[src/rtl/ram_readback_streamer.sv]
// Reads a block of RAM words into a small FIFO and streams them out lane by lane.
// Define STREAM_REVERSE_EN to allow orient==1 to emit lanes high-to-low.
module ram_readback_streamer #(
  parameter int ADDR_W = 16,
  parameter int DATA_W = 48,
  parameter int LANES  = 6,
  parameter int FIFO_D = 4
) (
  input  logic                      clk,
  input  logic                      rst,
  input  logic                      start,
  input  logic                      abort,
  input  logic [ADDR_W-1:0]         base_addr,
  input  logic [ADDR_W-1:0]         word_count,
  input  logic                      orient,
  output logic [ADDR_W-1:0]         ram_addr,
  output logic                      ram_rden,
  input  logic [DATA_W-1:0]         ram_q,
  output logic [DATA_W/LANES-1:0]   m_data,
  output logic                      m_valid,
  output logic                      m_last,
  input  logic                      m_ready,
  output logic                      busy,
  output logic                      done
);

  localparam int LANE_W = DATA_W / LANES;
  localparam int IDX_W  = (LANES > 1) ? $clog2(LANES) : 1;
  localparam int PTR_W  = (FIFO_D > 1) ? $clog2(FIFO_D) : 1;
  localparam int CNT_W  = PTR_W + 1;

  typedef enum logic [1:0] {
    S_IDLE,
    S_READ,
    S_DRAIN,
    S_DONE
  } state_t;

  state_t              state_q;
  logic [ADDR_W-1:0]   base_q;
  logic [ADDR_W-1:0]   total_q;
  logic [ADDR_W-1:0]   issued_q;
  logic [ADDR_W-1:0]   popped_q;
  logic                inflight_q;
  logic [DATA_W-1:0]   fifo_q [FIFO_D];
  logic [PTR_W-1:0]    wr_q;
  logic [PTR_W-1:0]    rd_q;
  logic [CNT_W-1:0]    cnt_q;
  logic [IDX_W-1:0]    idx_q;

  logic [CNT_W-1:0]    occ;
  logic                rd_ok;
  logic                fire;
  logic                lane_end;
  logic                pop;
  logic                push;
  logic                last_word;
  logic [IDX_W-1:0]    lane_sel;
  logic [DATA_W-1:0]   head;

`ifdef STREAM_REVERSE_EN
  logic                orient_q;
`else
  logic                unused_orient;
  assign unused_orient = orient;
`endif

  // Occupancy counts the read still in flight so a full FIFO never overflows.
  assign occ       = cnt_q + {{PTR_W{1'b0}}, inflight_q};
  assign rd_ok     = occ < CNT_W'(FIFO_D);
  assign ram_rden  = (state_q == S_READ) && rd_ok;
  assign ram_addr  = base_q + issued_q;

  assign m_valid   = cnt_q != '0;
  assign fire      = m_valid && m_ready;
  assign lane_end  = idx_q == IDX_W'(LANES - 1);
  assign pop       = fire && lane_end;
  assign push      = inflight_q;
  assign last_word = popped_q == (total_q - ADDR_W'(1));
  assign m_last    = m_valid && lane_end && last_word;
  assign head      = fifo_q[rd_q];

  assign busy      = state_q != S_IDLE;
  assign done      = state_q == S_DONE;

`ifdef STREAM_REVERSE_EN
  assign lane_sel  = orient_q ? (IDX_W'(LANES - 1) - idx_q) : idx_q;
`else
  assign lane_sel  = idx_q;
`endif

  always_comb begin
    m_data = '0;
    if (m_valid) begin
      for (int l = 0; l < LANES; l++) begin
        if (lane_sel == IDX_W'(l)) begin
          m_data = head[l*LANE_W +: LANE_W];
        end
      end
    end
  end

  always_ff @(posedge clk or negedge rst) begin
    if (!rst) begin
      state_q    <= S_IDLE;
      base_q     <= '0;
      total_q    <= '0;
      issued_q   <= '0;
      popped_q   <= '0;
      inflight_q <= 1'b0;
      wr_q       <= '0;
      rd_q       <= '0;
      cnt_q      <= '0;
      idx_q      <= '0;
      for (int i = 0; i < FIFO_D; i++) begin
        fifo_q[i] <= '0;
      end
`ifdef STREAM_REVERSE_EN
      orient_q   <= 1'b0;
`endif
    end else if (abort) begin
      state_q    <= S_IDLE;
      issued_q   <= '0;
      popped_q   <= '0;
      inflight_q <= 1'b0;
      wr_q       <= '0;
      rd_q       <= '0;
      cnt_q      <= '0;
      idx_q      <= '0;
    end else begin
      inflight_q <= ram_rden;
      if (ram_rden) begin
        issued_q <= issued_q + ADDR_W'(1);
      end
      if (push) begin
        fifo_q[wr_q] <= ram_q;
        wr_q         <= wr_q + PTR_W'(1);
      end
      if (fire) begin
        idx_q <= lane_end ? '0 : idx_q + IDX_W'(1);
      end
      if (pop) begin
        rd_q     <= rd_q + PTR_W'(1);
        popped_q <= popped_q + ADDR_W'(1);
      end
      case ({push, pop})
        2'b10:   cnt_q <= cnt_q + CNT_W'(1);
        2'b01:   cnt_q <= cnt_q - CNT_W'(1);
        default: cnt_q <= cnt_q;
      endcase

      unique case (state_q)
        S_IDLE: begin
          if (start) begin
            base_q   <= base_addr;
            total_q  <= word_count;
            issued_q <= '0;
            popped_q <= '0;
            idx_q    <= '0;
`ifdef STREAM_REVERSE_EN
            orient_q <= orient;
`endif
            state_q  <= (word_count == '0) ? S_DONE : S_READ;
          end
        end
        S_READ: begin
          if (ram_rden && (issued_q == total_q - ADDR_W'(1))) begin
            state_q <= S_DRAIN;
          end
        end
        S_DRAIN: begin
          if (pop && last_word) begin
            state_q <= S_DONE;
          end
        end
        S_DONE: begin
          state_q <= S_IDLE;
        end
        default: state_q <= S_IDLE;
      endcase
    end
  end

endmodule

[config.mk]
export PLATFORM = sky130hd
export DESIGN_NAME = ram_readback_streamer
export DESIGN_NICKNAME = d
export VERILOG_FILES = /design/src/rtl/ram_readback_streamer.sv
export SDC_FILE = /design/constraint.sdc
export NUM_CORES = 1
export LEC_CHECK = 0
export BUFFER_PORTS_ARGS = -buffer_cell sky130_fd_sc_hd__clkbuf_2
export CAP_MARGIN = 40
export CORE_ASPECT_RATIO = 0.8
export CORE_MARGIN = 2
export CORE_UTILIZATION = 40
export CTS_CLUSTER_SIZE = 8
export DETAILED_ROUTE_END_ITERATION = 8
export PLACE_DENSITY = 0.68
export SLEW_MARGIN = 15
export SYNTH_ARGS = -nofsm -noshare
export SYNTH_HDL_FRONTEND = slang
export SYNTH_SLANG_ARGS = --single-unit
export TNS_END_PERCENT = 100
[constraint.sdc]
create_clock -name clk -period 7.71 [get_ports clk]
set_clock_uncertainty 0.05 [all_clocks]
set_input_delay 0.771 -clock clk [delete_from_list [all_inputs] [get_ports clk]]
set_output_delay 0.771 -clock clk [all_outputs]
set_load 0.01 [all_outputs]
Word-level counts from Yosys, hierarchy flattened
Index checks and enable logic that the tools add are counted.

word-level totals
  bits of input ports = 86
  output and inout port bits = 29
  register bits = 269
  word-level logic and storage cells = 104

operators by class
  add/sub/neg operators = 10
  magnitude comparators = 4
  equality and inequality tests = 15
  bitwise gates (word level) = 3
  multiplexer cells = 39
  reductions and logical operators = 19

operator list
  kind                                                                    count
  192-bit bitwise mux                                                     1
  48-bit 2-to-1 mux                                                       3
  16-bit 2-to-1 mux                                                       8
  48-bit binary-select mux with 2-bit select                              1
  48-bit demux with 2-bit select                                          1
  8-bit 2-to-1 mux                                                        7
  16-bit by 1-bit adder with 16-bit output (second input constant)        2
  16-bit equality test                                                    2
  2-bit 2-to-1 mux                                                        9
  3-bit 2-to-1 mux                                                        6
  16-bit adder                                                            1
  16-bit zero test                                                        1
  16-bit by 1-bit subtractor with 16-bit output (second input constant)   1
  1-bit logical AND                                                       8
  2-bit case mux with 4 select lines                                      1
  3-bit by 1-bit adder with 3-bit output (second input constant)          2
  2-bit equality test (second input constant)                             3
  3-bit by 2-bit equality test with 1-bit output (second input constant)  2
  3-bit equality test (second input constant)                             2
  3-bit >= comparator (second input constant)                             2
  3-bit inequality test (second input constant)                           2
  2-bit inverter with 3-bit output                                        2
  3-bit case mux with 2 select lines                                      1
  3-bit AND reduction                                                     2
  15 further kinds                                                        20

Logic depth before layout (Yosys ltp)
Gate-level depths: netlist (run 1).

  word-level depth = 11
  gate-level depth with buffers = 11
  mapped depth without buffers = 11

Worst setup path before layout (run 1)
Ideal clock, no wire load.

  path kind = reg2out
  start = register rd_q[0]
  end = output port m_data[0]
  arrival time = 2,676 ps
  path slack = 4,213 ps
  stages on the path, launching flop included = 8
  path buffers = 4
  required time = 6,889 ps
  path through = dfrtp_1 -> clkbuf_1 -> buf_2 -> buf_1 -> clkbuf_1 -> mux4_2 -> a21oi_1 -> nor2_1

on the way
  word-level cells in the longest chain between the ends = 11

RTL lines
  item                                                        line  text
  start, declared                                             47    logic [PTR_W-1:0] rd_q;
  start signal, assigned                                      143   rd_q <= rd_q + PTR_W'(1);
  2-bit inverter with 3-bit output (implied by the code) (*)  81    assign head = fifo_q[rd_q];
  48-bit binary-select mux with 2-bit select (*)              81
  48-bit 2-to-1 mux (implied by the code) (*) (2 in a row)    81
  8-bit 2-to-1 mux (5 in a row)                               96    if (lane_sel == IDX_W'(l)) begin
  8-bit 2-to-1 mux (*)                                        96
  8-bit 2-to-1 mux (*)                                        94    if (m_valid) begin
  end, declared                                               19    output logic [DATA_W/LANES-1:0] m_data,

Every way passes the cells marked *; elsewhere a longest branch is shown, timed or not. The select of a mux whose other input is x is not followed.

Final worst setup path (run 1)
  start = register rd_q[0]
  end = output port m_data[3]

Same word-level chain as after synthesis.

==> results of run 1 <==
## metal layers
metal | GRT usage | wire length (um) | vias up
met2 | 0.297 | 15000 | 220
met3 | 0.0455 | 1980 | 46
met1 | 0.252 | 14800 | 4647
met5 | 0 | 0 | -
met4 | 0.0410 | 514 | 0
li1 | - | - | 4227
## state kept, by name, summed over array words and instances (netlist names)
register    flops
fifo_q        192
issued_q       16
state_q         2
total_q        16
wr_q            2
base_q         16
rd_q            2
inflight_q      1
popped_q       16
idx_q           3
cnt_q           3
## layout make-up
cell class              instances  area share
clock buffers                  42      0.0625
well taps                     465      0.0365
multi-input cells             743       0.425
repair buffers                125      0.0424
inverters                      30     0.00706
diodes                          1    0.000157
flip-flops and latches        269       0.422
clock inverters                 3     0.00439
## per-stage QoR
stage               setup WS, ns  hold WS, ns
floorplan                   4.21        0.424
global placement            3.80        0.431
detailed placement          3.81        0.438
CTS                         3.22        0.247
global route                3.09        0.265
finish                      3.36        0.166
## cell families (layout without fill, tap and decap cells)
logic type,count (synthesis),count (layout)
mux,285,285
flops,269,269
simple gates,240,240
compound gates,119,119
buf+inv,95,200
xor+xnor,69,69
fa+ha+maj,30,30
other cells,0,1
## report_power, final
part	internal [mW]	leakage, nW	switching, mW	total, mW
Sequential	1.75	3.54	0.270	2.02
Clock	0.915	0.521	0.624	1.54
Combinational	0.716	3.15	0.619	1.34
Total	3.38	7.21	1.51	4.89
## how the worst min path moves through the flow
stage / to / slack, ns / depth (start not counted)
2_1_floorplan: fifo_q[48] / 0.42 / 1
3_3_place_gp: fifo_q[67] / 0.43 / 1
5_1_grt: base_q[11] / 0.26 / 1
4_1_cts: base_q[12] / 0.25 / 1
3_5_place_dp: fifo_q[52] / 0.44 / 1
6_report: base_q[12] / 0.17 / 1
## worst max-delay path: cells and delay by family (launching register included)
kind | cells | cell delay [ns]
muxes | 2 | 0.77
buffers and inverters | 2 | 0.72
DFF | 1 | 0.70
AOI/OAI and AO/OA | 4 | 0.68
and+or+nand+nor | 1 | 0.06
## cell usage in the layout (no fill, tap or decap), types with 20 or more instances in the layout
cell type,instances
dfrtp_1,267
nand2_1,27
clkbuf_16,39
mux2_2,224
nand3_1,22
mux4_2,48
a21oi_1,29
inv_1,30
xnor2_1,34
nor3_1,20
clkbuf_2,112
xor2_1,33
nor2_1,86
ha_1,27
==> flow_summary.ini, run 1 <==
[detailed_routing]
route.detailed.drc = 0
routed_wirelength_mm = 32.2
viasPerCell = 5.45
postRouteAntennaNets = 0
drt-initial-drc-count = 601
vias = 9140
dr.pass1.iters = 5
wl_per_cell_um = 19.2

[critical_path]
max_stage_delay_ns = 0.70
crit_fanout = 31
path_cells = buf_4 > mux4_2 > mux2i_1 > o22ai_1 > a22oi_1 > a211oi_1 > a21oi_1 > nor2_1 > clkbuf_2
r2r_setup_slack_ns = 4.17
crit_slowest_cell = dfrtp_4
r2r_end = state_q[1]
endpoint = m_data[3]
critPathCaptureType = output port
critPathKind = reg2out
crit_path_start = rd_q[0]
crit_arrival_ns = 3.53
rr_worst_depth = 8
cp.required_ns = 6.89
rr_startpoint = total_q[8]
cp-start-kind = flop

[timing]
setup_tns_ns = 0
timing.slew.headroom = 0.392
rsz0062_at_grt = no
hold_viol = 0
tightest_slew_ns = 0.911
fin_crit_sh = 0.564
setup_viol = 0
slew_violations = 0
min_period_ns = 4.35
fmax_mhz = 230

[finish]
final_area_sq_um = 15900
nets = 1323
postLayoutCoreUtil = 0.471
multi_input_area_sq_um = 6770
drive_gt1_frac = 0.376
area_growth_syn_to_layout_pct = 15.0
stdcell_count = 1678
register_area_sq_um = 6740
fillCellCount = 3083

[power]
fin_total_pwr_mw = 4.89
powerDensity_nw_per_um2 = 307
leakagePower_nw = 7.21
vdd_drop_max_v = 0.000172

[logic_synthesis]
ys.flop_type = dfrtp_1
synth_common_cells = 269 x dfrtp_1, 224 x mux2_2, 86 x nor2_1, 48 x mux4_2, 42 x clkbuf_1
synth.top_cells.by_area = dfrtp_1 49%, mux2_2 18%, mux4_2 7.8%, ha_1 2.4%, nor2_1 2.3%
post_synth_xor_area_fraction = 0.0456
synth_top_family_by_area = multiplexers
synth_top_area_frac = 0.486
yosys.area_share.simple = 0.0867
synth_fa_ha_area_frac = 0.0280
syn_area_per_cell_sq_um = 12.5
seq_area_frac_synth = 0.486
yosysMostFrequentCell = dfrtp_1
synthMuxAreaShare = 0.270
postSynthCellCount = 1107
yosysWarnings = 0
synth_nets = 1222
synth_compound_area_frac = 0.0575
async_reset_ff_frac = 1.00
ys_seq_elements = 269
synth_largest_area_cell = dfrtp_1
synth_edf_count = 0
syn_area_sq_um = 13900
ys_types = 60

[floorplanning]
die_x_um = 212
pin_count = 115
rows = 60
die_area_sq_um = 36200
start_util = 0.409
coreArea_sq_um = 33900
die_h_um = 171

[global_routing]
grt_pass1_vias = 9383
grt_pass1_wl_mm = 52.3
antenna_found_initial = 1
grt_overflow = 0
grtUsageTotal = 0.184
grt_max_degree = 170

[hold_path]
worstHoldPathType = in2async

[placed_design]
gp_congestion = 0.831
io_buffers = 113
place_area_sq_um = 14900
dp_hpwl_mm = 21.2
dp_cells = 1632

[clock_network]
insertion_delay_ns = 0.54
cts_buffer_depth = 3
cts_setup_buffers = 0
clock-sinks = 269
cts_root_buffer = clkbuf_16
path_clk_slew_ns = 0.05
htree_levels = 2
postCtsHoldBufs = 0
cts_resized = 0
cts_inserted_buffers = 39
cts_tree = yes

[run_status]
status = completed

[run]
maxCapViolCount = 0
Power figures use the tool's default switching activity.
==> run 2, diff against run 1 <==
==> constraint.sdc (replaced) <==
create_clock -name clk -period 4.2 [get_ports clk]
set_clock_uncertainty 0.05 [all_clocks]
set_input_delay 0.42 -clock clk [delete_from_list [all_inputs] [get_ports clk]]
set_output_delay 0.42 -clock clk [all_outputs]
set_load 0.01 [all_outputs]
==> run 2 against run 1 <==
  * Final cell count grew 0.42%
  * Combinational power grew 85%
  * Cell area grew 0.28%
  * Via count grew 0.36%
  * Clock-buffer cell count is the same
  * Hold slack lost 0.084 ns
==> flow_summary.ini, run 2 (synthesized netlist as in run 1, its figures left out) <==
[timing]
rsz0062_at_grt = no
tightest_slew_ns = 0.959
slew_violations = 0
fin_crit_sh = 0.918
min_period_ns = 3.86
setup_tns_ns = 0
fmax_mhz = 259
setup_viol = 0
hold_viol = 0
timing.slew.headroom = 0.361

[finish]
diodes = 0
layout_commonest_cell = dfrtp_1
area_growth_syn_to_layout_pct = 15.4
regMostFlops = fifo_q
drive_gt1_frac = 0.380
largest_register_ffs = 192
final_area_sq_um = 16000
nets = 1332
layout_common_cells = 267 x dfrtp_1, 224 x mux2_2, 112 x clkbuf_2, 86 x nor2_1, 48 x mux4_2

[detailed_routing]
vias = 9173
drt-initial-drc-count = 694
postRouteAntennaNets = 0
wl_per_cell_um = 19.1
viasPerCell = 5.44
route.detailed.drc = 0
dr.pass1.iters = 4
routed_wirelength_mm = 32.1

[power]
switching_share = 0.304
p_sw_mw = 2.70
combinationalPowerShare = 0.279
leakagePower_nw = 7.24
powerDensity_nw_per_um2 = 556
p_clk_frac = 0.308
p_seq_frac = 0.412
p_int_mw = 6.19
vdd_drop_max_v = 0.000377

[floorplanning]
die_x_um = 212
start_util = 0.409
coreArea_sq_um = 33900
rows = 60
pin_count = 115
die_area_sq_um = 36200
die_h_um = 171

[clock_network]
clock-sinks = 269
htree_levels = 2
cts_inserted_buffers = 39
insertion_delay_ns = 0.53
postCtsHoldBufs = 1
cts_root_buffer = clkbuf_16
cts_setup_buffers = 0
cts_resized = 0
cts_buffer_depth = 3
path_clk_slew_ns = 0.05
cts_tree = yes

[critical_path]
max_stage_delay_ns = 0.46
critPathCaptureType = output port
crit_slowest_cell = dfrtp_1
critPathKind = reg2out
cp-start-kind = flop
crit_family = compound AO/OA/AOI/OAI gates
cp.required_ns = 3.73
crit_arrival_ns = 3.39
path_cells = ha_1 > a211o_1 > a211oi_1 > o2111ai_1 > a31oi_1 > nor2b_1 > o21a_1 > o41ai_1 > xnor2_1 > clkbuf_2
crit_fanout = 6
worst-path-buf-inv = 1

[global_routing]
grt_pass1_wl_mm = 51.7
grt_overflow = 0
grtUsageTotal = 0.183
antenna_found_initial = 3
grt_max_degree = 115
grt_pass1_vias = 9383

[placed_design]
dp_hpwl_mm = 21.8
io_buffers = 113
place_area_sq_um = 15000
gp_congestion = 0.897

[run_status]
status = completed

[run]
maxCapViolCount = 0

[hold_path]
worstHoldPathType = in2reg
==> run 2: metrics by stage <==
stage / power, mW / cells / hold slack [ns] / worst slack (ns) / utilization
finish: 8.89 / 1685 / 0.0822 / 0.342 / 0.472
detailed placement: 6.18 / 1640 / 0.437 / 0.753 / 0.442
CTS: 8.98 / 1685 / 0.0596 / 0.331 / 0.472
global route: 9.42 / 1685 / 0.0626 / 0.0817 / 0.472
floorplan: 5.42 / 1107 / 0.0744 / 0.958 / -
global placement: 6.09 / 1640 / 0.432 / 0.694 / 0.442
==> run 2: layout make-up <==
type                       count  area, sq um
timing repair buffer         134          761
multi-input combinational    743         6770
tap                          465          582
sequential                   269         6740
clock buffer                  42          997
fill                        3024        17900
clock inverter                 2         32.5
inverter                      30          113
==> run 2: power groups by stage <==
| stage | sequential, mW | clock, mW | combinational, mW |
|---|---|---|---|
| floorplan | 3.46 | 0 | 1.96 |
| global placement | 3.66 | 0 | 2.43 |
| detailed placement | 3.69 | 0 | 2.49 |
| CTS | 3.66 | 2.81 | 2.50 |
| global route | 3.75 | 2.94 | 2.72 |
| finish | 3.67 | 2.74 | 2.48 |
==> run 2: worst paths after layout <==
path                            depth (start not counted)      endpoint         start  slack (ns)
worst max-delay path                                   10  ram_addr[15]   issued_q[1]        0.34
min in group asynchronous                               2    base_q[10]           rst        0.46
worst min register to register                          1     fifo_q[0]     fifo_q[0]        0.44
worst max register to register                         10    state_q[1]    total_q[0]        0.72
max in group asynchronous                               3   fifo_q[133]           rst        2.53
worst min-delay path                                    2     base_q[1]  base_addr[1]        0.08
==> run 2: per-layer routing <==
| metal | track usage | part of all wire | vias to the layer above |
|---|---|---|---|
| li1 | - | - | 4268 |
| met1 | 0.255 | 0.47 | 4675 |
| met2 | 0.293 | 0.46 | 186 |
| met3 | 0.0431 | 0.058 | 40 |
| met4 | 0.0395 | 0.013 | 4 |
| met5 | 0 | 0.00072 | - |
==> run 2: worst reg2reg max path: stages, from the launching register on <==
cell       delay (ns)
dfrtp_1          0.48
inv_1            0.08
ha_1             0.32
xor2_1           0.15
nand2_1          0.08
or4_1            0.49
or4_1            0.47
a2111o_1         0.37
nor4_2           0.35
a2bb2oi_2        0.21
mux2_1           0.33
==> run 3, diff against run 2 <==
--- a/config.mk
+++ b/config.mk
@@ -13,6 +13,7 @@
 export CTS_CLUSTER_SIZE = 8
 export DETAILED_ROUTE_END_ITERATION = 8
 export PLACE_DENSITY = 0.68
+export SETUP_SLACK_MARGIN = 0.4
 export SLEW_MARGIN = 15
 export SYNTH_ARGS = -nofsm -noshare
 export SYNTH_HDL_FRONTEND = slang
==> run 3 against run 2 <==
  * Sequential power about the same
  * First-iteration DRC count fell by 0.29%
  * Die area unchanged
  * Clock-buffer cell count unchanged
  * Cell area grew 0.69%
  * Global-route usage did not move
  * Via count is 0.32% higher
  * Final cell count rose by 0.18%
  * Critical endpoint is now m_last
  * Highest routed layer unchanged
==> flow_summary.ini, run 3 (synthesized netlist as in run 1, its figures left out) <==
[placed_design]
dp_cells = 1640
dp_hpwl_mm = 21.8
gp_congestion = 0.897
io_buffers = 113

[clock_network]
cts_inserted_buffers = 39
clock-sinks = 269
insertion_delay_ns = 0.53
htree_levels = 2
cts_root_buffer = clkbuf_16
cts_buffer_depth = 3
cts_tree = yes
path_clk_slew_ns = 0.05

[power]
p_clk_frac = 0.307
switching_share = 0.305
leakagePower_nw = 7.28
p_seq_frac = 0.412
powerDensity_nw_per_um2 = 555
p_sw_mw = 2.72
combinationalPowerShare = 0.281
p_int_mw = 6.21
vdd_drop_max_v = 0.000377
fin_total_pwr_mw = 8.93

[global_routing]
grtUsageTotal = 0.183
grt_overflow = 0
antenna_found_initial = 3
grt_pass1_vias = 9383
grt_pass1_wl_mm = 51.7
grt_max_degree = 115

[floorplanning]
pin_count = 115
rows = 60
coreArea_sq_um = 33900
die_h_um = 171
start_util = 0.409
die_area_sq_um = 36200
die_x_um = 212

[critical_path]
crit_arrival_ns = 3.18
rr_worst_depth = 10
crit_fanout = 11
rr_startpoint = total_q[0]
crit_family = simple AND/OR/NAND/NOR gates
critPathCaptureType = output port
cp-start-kind = flop
critPathKind = reg2out
cp.required_ns = 3.73
crit_slowest_cell = or4_4
worst-path-buf-inv = 1
r2r_end = state_q[1]
path_cells = or4_4 > nor4_1 > xnor2_1 > nor3_1 > nand3_1 > nor2_1 > clkbuf_2
r2r_setup_slack_ns = 0.70
max_stage_delay_ns = 0.62

[timing]
setup_tns_ns = 0
min_period_ns = 3.65
hold_viol = 0
fin_crit_sh = 0.868
tightest_slew_ns = 0.955
rsz0062_at_grt = yes
timing.slew.headroom = 0.363
slew_violations = 0
setup_viol = 0
fmax_mhz = 274

[finish]
fillCellCount = 3018
drive_gt1_frac = 0.390
stdcell_count = 1688
nets = 1335
diodes = 0
area_growth_syn_to_layout_pct = 16.2
layout_commonest_cell = dfrtp_1
layout_common_cells = 265 x dfrtp_1, 224 x mux2_2, 112 x clkbuf_2, 86 x nor2_1, 48 x mux4_2
largest_register_ffs = 192
regMostFlops = fifo_q

[detailed_routing]
drt-initial-drc-count = 692
dr.pass1.iters = 5
wl_per_cell_um = 19.2
viasPerCell = 5.45
route.detailed.drc = 0
vias = 9202
routed_wirelength_mm = 32.4
postRouteAntennaNets = 0

[hold_path]
whs_path_depth = 2
min-delay-start = base_addr[1]
worstHoldPathType = in2reg
min_to = base_q[1]

[run]
maxCapViolCount = 0

[run_status]
status = completed
## run 3: layer usage
layer	GRT usage	vias to the layer above	share of wire	routed length, um
met5	0	-	0.00071	23
met4	0.0395	4	0.013	437
met3	0.0431	43	0.059	1900
met2	0.293	211	0.46	15000
met1	0.255	4675	0.46	15000
li1	-	4269	-	-
## run 3: worst max path at each step
| stage | startpoint | end | slack [ns] | cells past startpoint |
|---|---|---|---|---|
| 6_report | total_q[3] | m_last | 0.55 | 7 |
| 5_1_grt | total_q[0] | m_last | 0.33 | 10 |
| 4_1_cts | issued_q[1] | ram_addr[15] | 0.43 | 10 |
| 3_5_place_dp | total_q[0] | state_q[1] | 0.75 | 10 |
| 3_3_place_gp | total_q[0] | state_q[1] | 0.69 | 10 |
| 2_1_floorplan | total_q[0] | state_q[0] | 0.96 | 11 |
## run 3: what timing repair did
item                                    CTS  global route
buffers inserted                          0             3
hold buffers                              1             0
endpoints found under the setup margin    1             7
hold endpoints to repair                 35             0
cloned                                    0             0
pin swaps                                 0             6
gates resized for setup                   1            12
## run 3: power groups by stage
stage,combinational (mW),sequential (mW),clock (mW)
final,2.51,3.68,2.74
after global routing,2.75,3.76,2.94
after CTS,2.50,3.66,2.81
after detailed placement,2.49,3.69,0
after global placement,2.43,3.66,0
after floorplan,1.96,3.46,0
## run 3: layout make-up
type | count | area, sq um | area share
clock buffer | 42 | 997 | 0.0619
sequential | 269 | 6740 | 0.419
inverter | 30 | 113 | 0.00699
tap | 465 | 582 | 0.0361
multi-input combinational | 743 | 6840 | 0.425
clock inverter | 2 | 32.5 | 0.00202
timing repair buffer | 137 | 796 | 0.0494
## run 3: metrics by stage
| step | worst slack [ns] | utilization | hold WS, ns | cell area (sq um) |
|---|---|---|---|---|
| 6_report | 0.555 | 0.476 | 0.0820 | 16100 |
| 5_1_grt | 0.326 | 0.476 | 0.0621 | 16100 |
| 4_1_cts | 0.431 | 0.473 | 0.0596 | 16000 |
| 3_5_place_dp | 0.753 | 0.442 | 0.437 | 15000 |
| 3_3_place_gp | 0.694 | 0.442 | 0.432 | 15000 |
| 2_1_floorplan | 0.958 | - | 0.0744 | 13900 |
